File: config.mk
export PLATFORM = sky130hd
export DESIGN_NAME = fetch_stage
export DESIGN_NICKNAME = d
export VERILOG_FILES = /design/src/rtl/fetch_stage_pkg.sv /design/src/rtl/fetch_stage_pc_register.sv /design/src/rtl/fetch_stage.sv
export SDC_FILE = /design/constraint.sdc
export NUM_CORES = 1
export LEC_CHECK = 0
export ABC_AREA = 1
export CORE_UTILIZATION = 51
export DETAILED_ROUTE_END_ITERATION = 10
export PLACE_DENSITY = 0.83
export RECOVER_POWER = 100
export SLEW_MARGIN = 40
export SYNTH_ARGS = -nofsm -noshare
export SYNTH_HDL_FRONTEND = slang
export SYNTH_HIERARCHICAL = 1
export SYNTH_SLANG_ARGS = --single-unit
File: constraint.sdc
create_clock -name clk -period 3.14 [get_ports clk]
set_input_delay 0.628 -clock clk [delete_from_list [all_inputs] [get_ports clk]]
set_output_delay 0.628 -clock clk [all_outputs]
set_load 0.1 [all_outputs]
File: src/rtl/fetch_stage_pkg.sv
// Purpose: shared constants, types and helpers for the MIPS instruction-fetch stage.
// Latency: none; this file only declares types, constants and pure functions.
// Backpressure: none; stall/redirect priority is resolved by decode_act below.
package fetch_stage_pkg;

  localparam int          XLEN             = 32;
  localparam logic [31:0] PC_RESET_DEFAULT = 32'h0000_0000;
  // sll $0,$0,0 : the architectural no-op used as a pipeline bubble
  localparam logic [31:0] NOP_WORD         = 32'h0000_0000;
  localparam logic [31:0] PC_INCR          = 32'd4;
  localparam logic [31:0] WORD_MASK        = 32'hFFFF_FFFC;

  // What the fetch stage does on the coming edge, highest priority first
  typedef enum logic [1:0] {
    ACT_RESET    = 2'd0,
    ACT_REDIRECT = 2'd1,
    ACT_STALL    = 2'd2,
    ACT_ADVANCE  = 2'd3
  } fetch_act_e;

  // IF/ID pipeline register contents
  typedef struct packed {
    logic [XLEN-1:0] instr;
    logic [XLEN-1:0] pc_plus4;
    logic            valid;
  } ifid_t;

  // Force a byte address onto a word boundary (low two bits cleared)
  function automatic logic [XLEN-1:0] word_align(input logic [XLEN-1:0] addr);
    return addr & WORD_MASK;
  endfunction

  // Reset beats redirect beats stall beats normal advance. A redirect wins
  // over a stall because the instruction in EX is older than the stalled
  // one sitting in ID, so its control-flow change must take effect.
  function automatic fetch_act_e decode_act(input logic reset,
                                            input logic branch_taken,
                                            input logic stall);
    if (reset)             return ACT_RESET;
    else if (branch_taken) return ACT_REDIRECT;
    else if (stall)        return ACT_STALL;
    else                   return ACT_ADVANCE;
  endfunction

endpackage

File: src/rtl/fetch_stage_pc_register.sv
// Purpose: 32-bit program counter with sync reset, redirect load and hold enable.
// Latency: one edge from load/advance request to the new PC appearing on pc.
// Backpressure: hold=1 freezes the PC; load overrides hold; reset overrides all.
module fetch_stage_pc_register
  import fetch_stage_pkg::*;
#(
  parameter logic [31:0] RESET_VALUE = PC_RESET_DEFAULT
) (
  input  logic        clk,
  input  logic        reset,
  input  logic        hold,
  input  logic        load,
  input  logic [31:0] load_value,
  output logic [31:0] pc
);

  // Reset value is aligned too so pc[1:0] can never leave 00
  localparam logic [31:0] RESET_ALIGNED = RESET_VALUE & WORD_MASK;

  // PC update: reset > load (redirect) > hold (stall) > sequential advance
  always_ff @(posedge clk) begin
    if (reset) begin
      pc <= RESET_ALIGNED;
    end else if (load) begin
      pc <= word_align(load_value);
    end else if (!hold) begin
      pc <= pc + PC_INCR;
    end
  end

endmodule

File: src/rtl/fetch_stage.sv
// Purpose: MIPS IF stage - owns the PC, drives imem address, fills the IF/ID register.
// Latency: instr_in is read combinationally for pc_out; it lands in IF/ID one edge later.
// Backpressure: stall holds PC and IF/ID and counts the cycle; branch_taken flushes IF/ID and wins over stall.
module fetch_stage
  import fetch_stage_pkg::*;
#(
  parameter logic [31:0] RESET_PC  = PC_RESET_DEFAULT,
  parameter logic [31:0] NOP_INSTR = NOP_WORD,
  parameter int          CNT_WIDTH = 16
) (
  input  logic                 clk,
  input  logic                 reset,
  input  logic                 stall,
  input  logic                 branch_taken,
  input  logic [31:0]          branch_target,
  input  logic [31:0]          instr_in,
  output logic [31:0]          pc_out,
  output logic [31:0]          ifid_instr,
  output logic [31:0]          ifid_pc_plus4,
  output logic                 ifid_valid,
  output logic [CNT_WIDTH-1:0] stall_cycles
);

  localparam logic [CNT_WIDTH-1:0] CNT_MAX = {CNT_WIDTH{1'b1}};
  localparam logic [CNT_WIDTH-1:0] CNT_ONE = {{(CNT_WIDTH-1){1'b0}}, 1'b1};

  fetch_act_e           act;
  logic [31:0]          pc_plus4;
  ifid_t                ifid_q;
  logic [CNT_WIDTH-1:0] stall_cnt_q;

  // Resolve this cycle's control inputs into a single prioritised action
  always_comb begin
    act = decode_act(reset, branch_taken, stall);
  end

  // Sequential fetch address; wraps modulo 2^32 with no flag
  assign pc_plus4 = pc_out + PC_INCR;

  // The PC itself lives in its own register; its output is purely registered
  fetch_stage_pc_register #(
    .RESET_VALUE (RESET_PC)
  ) u_pc (
    .clk        (clk),
    .reset      (reset),
    .hold       (stall),
    .load       (branch_taken),
    .load_value (branch_target),
    .pc         (pc_out)
  );

  // IF/ID register: capture on advance, hold on stall, bubble on redirect/reset
  always_ff @(posedge clk) begin
    unique case (act)
      ACT_RESET, ACT_REDIRECT: begin
        ifid_q.instr    <= NOP_INSTR;
        ifid_q.pc_plus4 <= '0;
        ifid_q.valid    <= 1'b0;
      end
      ACT_ADVANCE: begin
        ifid_q.instr    <= instr_in;
        ifid_q.pc_plus4 <= pc_plus4;
        ifid_q.valid    <= 1'b1;
      end
      default: begin
        ifid_q <= ifid_q;
      end
    endcase
  end

  // Saturating count of edges on which a stall was actually honoured
  always_ff @(posedge clk) begin
    if (act == ACT_RESET) begin
      stall_cnt_q <= '0;
    end else if (act == ACT_STALL && stall_cnt_q != CNT_MAX) begin
      stall_cnt_q <= stall_cnt_q + CNT_ONE;
    end
  end

  assign ifid_instr    = ifid_q.instr;
  assign ifid_pc_plus4 = ifid_q.pc_plus4;
  assign ifid_valid    = ifid_q.valid;
  assign stall_cycles  = stall_cnt_q;

endmodule

# [After elaboration in Yosys (flattened, before gate mapping)]
# Index checks and enable logic that the tools add are counted.
[classes] mux=6 n_addsub=2 n_eq_ne=5 n_reduce_logical=5
[op_table] cell="one-hot mux 65 bit (2 select lines)" n=1
[op_table] cell="two-way mux 32 bit" n=2
[op_table] cell="adder 32 x 3 -> 32 bit (second input constant)" n=1
[op_table] cell="adder 16 x 1 -> 16 bit (second input constant)" n=1
[op_table] cell="!= test 16 bit (second input constant)" n=1
[op_table] cell="== test 2 bit (second input constant)" n=2
[op_table] cell="two-way mux 2 bit" n=2
[op_table] cell="OR reduction 2 bit" n=2
[op_table] cell="== test 2 x 1 -> 1 bit (second input constant)" n=1
[op_table] cell="zero test 2 bit" n=1
[op_table] cell="!= test 2 x 1 -> 1 bit (second input constant)" n=1
[op_table] cell="nonzero test 2 bit" n=1
[op_table] cell="logical AND 1 bit" n=1
[op_table] cell="two-way mux 1 bit" n=1
[totals] output_inout_bits=113 word_cells=24 input_bits=68 ff_bits=113

# [Depth between registers and ports, before layout]
[logic_depth] word_depth=6 depth_mapped=9 ltp_nobuf=9

# [Cells and area by module]
# The synthesis kept the hierarchy.
[by_module_without_submodules] mod="fetch_stage" seq_area_each_um2=2272.2 cells_each=492 area_per_inst_um2=4129.0 instances=1
[by_module_without_submodules] mod="fetch_stage_pc_register" seq_area_each_um2=600.6 cells_each=369 area_per_inst_um2=2177.1 instances=1

# [Worst setup path before layout]
# No wires, ideal clock.
[synth_timing] path_type="flip-flop to flip-flop" startpoint="register u_pc.pc[2]" endpoint="register ifid_q, in the netlist ifid_pc_plus4[24], data pin" setup_ns=0.259 period_less_slack_ns=2.468 slack_ns=0.672 path_stages_with_launch=10 path_buffers=1 arrival_time_ns=2.209 t_required_ns=2.881 cell_sequence="dfxtp_1 > ha_1 > nand2_1 > nor2_2 > nand2_2 > nor2_4 > buf_6 > nand4_1 > nand2_1 > nor2_1"
[synth_between] elab_chain_cells=2
[synth_lines] item="start, declared" line_no="fetch_stage_pc_register.sv:14" rtl="output logic [31:0] pc"
[synth_lines] item="start signal, assigned" line_no="fetch_stage_pc_register.sv:25" rtl="pc <= word_align(load_value);"
[synth_lines] item="start signal, assigned" line_no="fetch_stage_pc_register.sv:27" rtl="pc <= pc + PC_INCR;"
[synth_lines] item="adder 32 x 3 -> 32 bit" line_no="fetch_stage.sv:38" rtl="assign pc_plus4 = pc_out + PC_INCR;"
[synth_lines] item="one-hot mux 65 bit (2 select lines)" line_no="fetch_stage.sv:54" rtl="unique case (act)"
[synth_lines] item="end signal, assigned" line_no="fetch_stage.sv:66" rtl="ifid_q <= ifid_q;"
[synth_lines] item="end, declared" line_no="fetch_stage.sv:29" rtl="ifid_t ifid_q;"
# No other way between the ends.
# A chain may end at the register's enable or synchronous reset.

# [Final worst setup path]
[layout_timing] startpoint="input branch_taken" endpoint="register u_pc.pc[6]"
[layout_between] elab_chain_cells=1 word_cells_on_any_way=2 classes_between="1 x eq/ne; 1 x mux"
[layout_lines] item="start, declared" line_no="fetch_stage.sv:14" rtl="input logic branch_taken,"
[layout_lines] item="!= test 2 x 1 -> 1 bit (no source line) / two-way mux 32 bit (equally long branches)"
# Parallel ways exist; a longest one is shown, timed or not.

==> results.sh <==
export IMPL_timing_setup_tns_ns=0
export IMPL_finClkSkew_ns=0.00867
export IMPL_avgSynthCellArea_um2=7.32
export IMPL_detail_route_first_pass_iterations=5
export IMPL_report_power_total_mw=3.81
export IMPL_fmax_ghz=0.380
export IMPL_finalNetCount=1107
export IMPL_overflow=0
export IMPL_cts_root_buffer_cell="clkbuf_16"
export IMPL_p_leak_nw=3.07
export IMPL_fill_cell_instance_count_of_the_final_layout=1121
export IMPL_worst_setup_hold_path_clk_slew_ns=0.08
export IMPL_timing_max_cap_violations=0
export IMPL_timing_max_transition_violations_final=0
export IMPL_worst_setup_path_end_kind="flop"
export IMPL_design_die_area_um2=12800
export IMPL_drt_vias_per_instance=5.12
export IMPL_cts_repair_resized=0
export IMPL_postLayoutCellArea_um2=7840
export IMPL_clock_path_buffers=2
export IMPL_total_detailed_routing_wirelength_um=16500
export IMPL_initial_antenna_violation_count=0
export IMPL_crit_arrival_ns=2.91
export IMPL_gp_congestion=0.917
export IMPL_row_count=40
export IMPL_dpl_hpwl_um=11900
export IMPL_place_port_buffers=176
export IMPL_grt_start_max_net_pins=62
export IMPL_post_synthesis_cell_count=861
export IMPL_via_count_of_the_first_global_routing_pass=5468
export IMPL_post_synth_instance_area_um2=6310
export IMPL_worstPathMaxFanout=29
export IMPL_cts_tree="done"
export IMPL_synthDistinctLibCells=41
export IMPL_synth_xor_area_frac=0.0139
export IMPL_placed_cells_incl_taps=1172
export IMPL_cellPowerDensity_nw_per_um2=485
export IMPL_hold_buffers=0
export IMPL_timing_final_crit_period_ns=2.63
export IMPL_setup_repair_after_global_routing_missed_its_margin="no"
export IMPL_layout_cells_most_common="nand2_1"
export IMPL_grt_pass1_wl_um=25900
export IMPL_route_vias_total=6087
export IMPL_synth_mux_area_fraction=0
export IMPL_setup_ws_final_ns=0.511
export IMPL_drc_errors_left=0
export IMPL_max_slew_worst_pin_slew_ns=1.23
export IMPL_io_pin_count=181
export IMPL_status="finished, final reports clean"
export IMPL_fin_crit_sh=0.837
export IMPL_setup_worst_path_start_class="input pin"
export IMPL_synth_compound_area_frac=0.0857
export IMPL_die_w_um=113
export IMPL_synth_edff_count=65
export IMPL_placed_cell_areas_um2=7960
export IMPL_clkSinkCount=111
export IMPL_synth_largest_type_area_fraction=0.310
export IMPL_yosysTopAreaCell="edfxtp_1"
export IMPL_synth_simple_gate_area_share=0.343
export IMPL_setup_violations=0
export IMPL_postSynthRegisterBits=111
export IMPL_post_route_cells_drive_above_1_share=0.0682
export IMPL_cts_setup_buffers=0
export IMPL_ir_drop_v=0.000280
export IMPL_die_y_um=113
export IMPL_tritoncts_num_buffers=9
export IMPL_path_class="in -> reg"
export IMPL_clk_latency_ns=0.35
export IMPL_cts_max_level=3
export IMPL_final_standard_cell_count_with_taps_included_and_fillers_excluded=1188
export IMPL_wl_per_cell_um=13.9
export IMPL_design_core_area_um2=12000
export IMPL_worst_ep_required_time_ns=3.43
export IMPL_synth_top_family_by_area="simple AND/OR/NAND/NOR gates"
export IMPL_area_growth_syn_to_layout_pct=24.3
export IMPL_hold_violations=0
export IMPL_synth_warning_count=6
export IMPL_antenna_cells_inserted=0
export IMPL_grt_util_all_layers=0.254
export IMPL_worst_hold_path_type="reg -> reg"
export IMPL_post_layout_util=0.653
export IMPL_postSynth_topFlopCell="edfxtp_1"
export IMPL_synthTopCellsByArea="edfxtp_1 (31%), dfxtp_1 (15%), nand2_1 (12%), nor2_1 (8.8%), inv_1 (7.3%)"
export IMPL_initial_core_utilization=0.525
export IMPL_synthArstFlopShare=0
export IMPL_synth_sequential_area_ratio=0.456
export IMPL_dp_slack_ns=0.587
export IMPL_drtAntennaViolNets=0
export IMPL_final_cell_mix="nand2_1 (206), nor2_1 (150), inv_1 (124)"
export IMPL_timing_max_slew_rel_slack=0.183
export IMPL_hold_slack_ns=0.528
export IMPL_drt_first_iter_violations=467
export IMPL_post_synth_fa_ha_maj_area_fraction=0.00595
[worst paths after layout]
kind | from | endpoint | slack, ns | depth (start not counted)
setup reg to reg | u_pc/pc[2] | ifid_pc_plus4[16] | 0.96 | 8
hold / removal | stall_cycles[14] | stall_cycles[14] | 0.53 | 2
setup / recovery | branch_taken | u_pc/pc[6] | 0.51 | 8
hold reg to reg | stall_cycles[14] | stall_cycles[14] | 0.53 | 2
[critical path: stages]
cell and delay (ns):
clkdlybuf4s50_1 0.44, buf_4 0.25, nor2_2 0.13, clkbuf_1 0.90, inv_1 0.16, a21oi_1 0.16
o21ai_0 0.10, a31oi_1 0.14
[power breakdown]
group / internal, mW / switching (mW)
combinational: 0.159 / 0.702
clock: 0.710 / 0.551
sequential: 1.61 / 0.0766
total: 2.48 / 1.33
[layout make-up]
class	count	area [um2]	area share
clock inverter	7	104	0.0132
clock buffer	9	225	0.0287
multi-input combinational	600	2820	0.360
timing repair buffer	184	1150	0.146
inverter	130	488	0.0622
sequential	111	2870	0.366
tap	147	184	0.0235
[kinds of logic (layout without fill, tap and decap cells)]
group                    Yosys count  after routing
AND/OR/NAND/NOR                  483            483
buffers and inverters            151            330
flip-flops                       111            111
AO/OA/AOI/OAI                    102            102
XOR/XNOR                          10             10
adder cells (fa/ha/maj)            3              3
other                              1              2
[sequential cells by signal (all words and copies together) (netlist names)]
signal         flops
ifid_pc_plus4     32
ifid_instr        32
u_pc/pc           30
stall_cycles      16
ifid_valid         1
[routing by layer]
| layer | track usage | wire length [um] | part of all wire | vias up |
|---|---|---|---|---|
| li1 | - | - | - | 3091 |
| met1 | 0.330 | 7240 | 0.44 | 2702 |
| met2 | 0.436 | 7790 | 0.47 | 269 |
| met3 | 0.0396 | 1230 | 0.074 | 25 |
| met4 | 0.0772 | 274 | 0.017 | 0 |
| met5 | 0 | 0 | 0 | - |
[cell usage after synthesis, types with 6 or more instances]
cell type / instances
nor2_4: 10
nand4_1: 6
xnor2_1: 6
inv_1: 123
clkbuf_1: 9
nor3_1: 9
o21ai_0: 37
nor2_1: 148
edfxtp_1: 65
a31oi_1: 8
nand2_2: 11
nor2_2: 16
buf_2: 7
dfxtp_1: 46
nand2_1: 204
nand3_1: 57
inv_2: 6
a21oi_1: 48
No activity file was read; power rests on OpenSTA's default activity.
==> RTL edit (same settings) <==
Set the parameter `CNT_WIDTH` to 14 (it was 16).
--- a/src/rtl/fetch_stage.sv
+++ b/src/rtl/fetch_stage.sv
@@ -6,7 +6,7 @@
 #(
   parameter logic [31:0] RESET_PC  = PC_RESET_DEFAULT,
   parameter logic [31:0] NOP_INSTR = NOP_WORD,
-  parameter int          CNT_WIDTH = 16
+  parameter int          CNT_WIDTH = 14
 ) (
   input  logic                 clk,
   input  logic                 reset,
Interface: changed (resized stall_cycles); port bits go from 181 to 179. The function was not compared with the original's and may differ.
==> RTL edit against the unedited design <==
  * Area after synthesis is 0.77% lower
  * Count of clock-buffer cells in the layout is 2 higher
  * Routed wire length is 2.2% lower
  * Clock skew is 0.0020 ns lower
  * Setup slack better by 0.16 ns
  * Power is 1.2% lower
  * Die area is 0.76% lower
  * Register-to-register slack worse by 0.20 ns
  * Via count is 0.38% lower
  * Worst hold slack better by 0.019 ns
  * Sequential cell count is 2 lower
  * Fmax is 6.3% higher
  * Sequential share of layout area is 0.067 points lower
  * Design area is 1.2% lower
  * Largest power group unchanged
==> RTL edit: results (changes against the unedited design) <==
- The sum of met3 wire segment lengths after detailed routing was 1100 um (-10%).
- The non-clock buffer area fraction after layout is 14.6% (-0.046 points).
- The maximum number of pins on one net before global-route repair is 38 (-39%).
- The worst setup path endpoint is ifid_pc_plus4[5]$_SDFFCE_PN0P_.
- The leakage power summed over all cells was 3.04 nW (-0.95%).
- The first-pass GRT wire length is 26,000 um (+0.27%).
- The largest voltage drop on the vdd net is 0.250 mV (-11%).
- The highest net fanout along the worst path is 14 (-52%).
- The timing-limited maximum frequency came to 405 MHz (+6.3%).
- The number of synthesized flops with an enable pin is 65 (unchanged).
- The detailed-routing wirelength on met1 is 7030 um (-2.9%).
- The count of warnings emitted by yosys came to 6 (unchanged).
- The flip-flop and latch count after synthesis was 109 (-1.8%).
- The worst slack at placement is 0.673 ns (+0.0864 ns).
- The post-synthesis compound-gate area fraction is 8.10% (-0.47 points).
- For hold timing, the worst endpoint is stall_cycles[0]$_SDFFE_PN0P_.
- The final estimated routing congestion in global placement is 0.886 (-3.4%).
- The iteration-0 DRC count of the detailed router was 425 (-9.0%).
- The switching fraction of total power came to 34.5% (-0.45 points).
- The slew at the pin closest to its max-slew limit is 1.25 ns (+0.0219 ns).
- The count of non-CTS buffers in the layout came to 183 (-0.54%).
- The inverter count is 135 (+3.8%).
- The clock buffer count is 11 (+2).
- In the synthesized netlist, the cells that appear most often are nand2_1, nor2_1, inv_1, edfxtp_1, nand3_1.
- The area of the multi-input gates came to 2770 um^2 (-1.8%).
- The final HPWL from detailed placement is 11,700 um (-1.4%).
- The total wire length after detailed routing was 16,200 um (-2.2%).
- The launch instance of the worst min-delay path is stall_cycles[0]$_SDFFE_PN0P_.
- The final clock skew was 0.00672 ns (-0.00195 ns).
- The flow ran to the end, and the final reports show no timing, DRC or antenna violations.
- The number of I/O port buffers is 174 (-1.1%).
- The reg2reg setup slack was 0.76 ns (-0.20 ns).
- The post-synthesis share of cell area spent on full adders, half adders and majority gates is 0.600% (+0.0046 points).
- The number of distinct standard cells referenced by the synthesized netlist is 37 (-9.8%).
- The total routing usage reported by global routing is 25.6% (+0.21 points).
- The data arrival at the endpoint of the critical path is 2.45 ns (-0.46 ns).
- The cell depth of the worst flop-to-flop path is 7 (-1).
- The destination of the worst register-to-register timing path is ifid_pc_plus4[18]$_SDFFCE_PN0P_.
- The sequential fraction of the synthesis area is 45.3% (-0.28 points).
- The fraction of layout cells with a size suffix above 1 is 6.36% (-0.46 points).
- The storage element area is 2830 um^2 (-1.4%).
- The via count was 6,064 (-0.38%).
- The combinational power came to 0.862 mW (about the same).
- The via count of the first global-routing pass is 5,518 (+0.91%).
- By area the synthesized netlist is led by edfxtp_1, dfxtp_1, nand2_1, nor2_1, inv_1.
- The post-synthesis xor/xnor area fraction came to 1.40% (+0.011 points).
- The delay of the slowest cell on the worst path is 0.71 ns (-0.19 ns).
==> RTL edit: changes by cell type after synthesis, moves of 6 or more <==
cell,change
nand2_1,+13
nor2_4,+7
inv_1,+6
nor2_1,-6
==> RTL edit: worst reg2reg max path, cell delays in order (launching register included) <==
cell,delay [ns]
dfxtp_1,0.50
ha_1,0.22
nand2_1,0.11
nor2_4,0.19
nand2_1,0.12
nor2_1,0.62
nand3_1,0.14
and3_1,0.23
==> RTL edit: routing by layer <==
layer	global-route usage, %	vias up
li1	-	3057
met1	33.2	2716
met2	44.6	265
met3	3.59	26
met4	7.29	0
met5	0	-
==> RTL edit: stage by stage <==
step | instances | hold WS [ns] | instance area, um^2
3_5_place_dp | 1168 | 0.536 | 7880
4_1_cts | 1184 | 0.547 | 8200
5_1_grt | 1184 | 0.585 | 7750
3_3_place_gp | 1168 | 0.535 | 7880
2_1_floorplan | 858 | 0.700 | 6260
6_report | 1184 | 0.547 | 7750
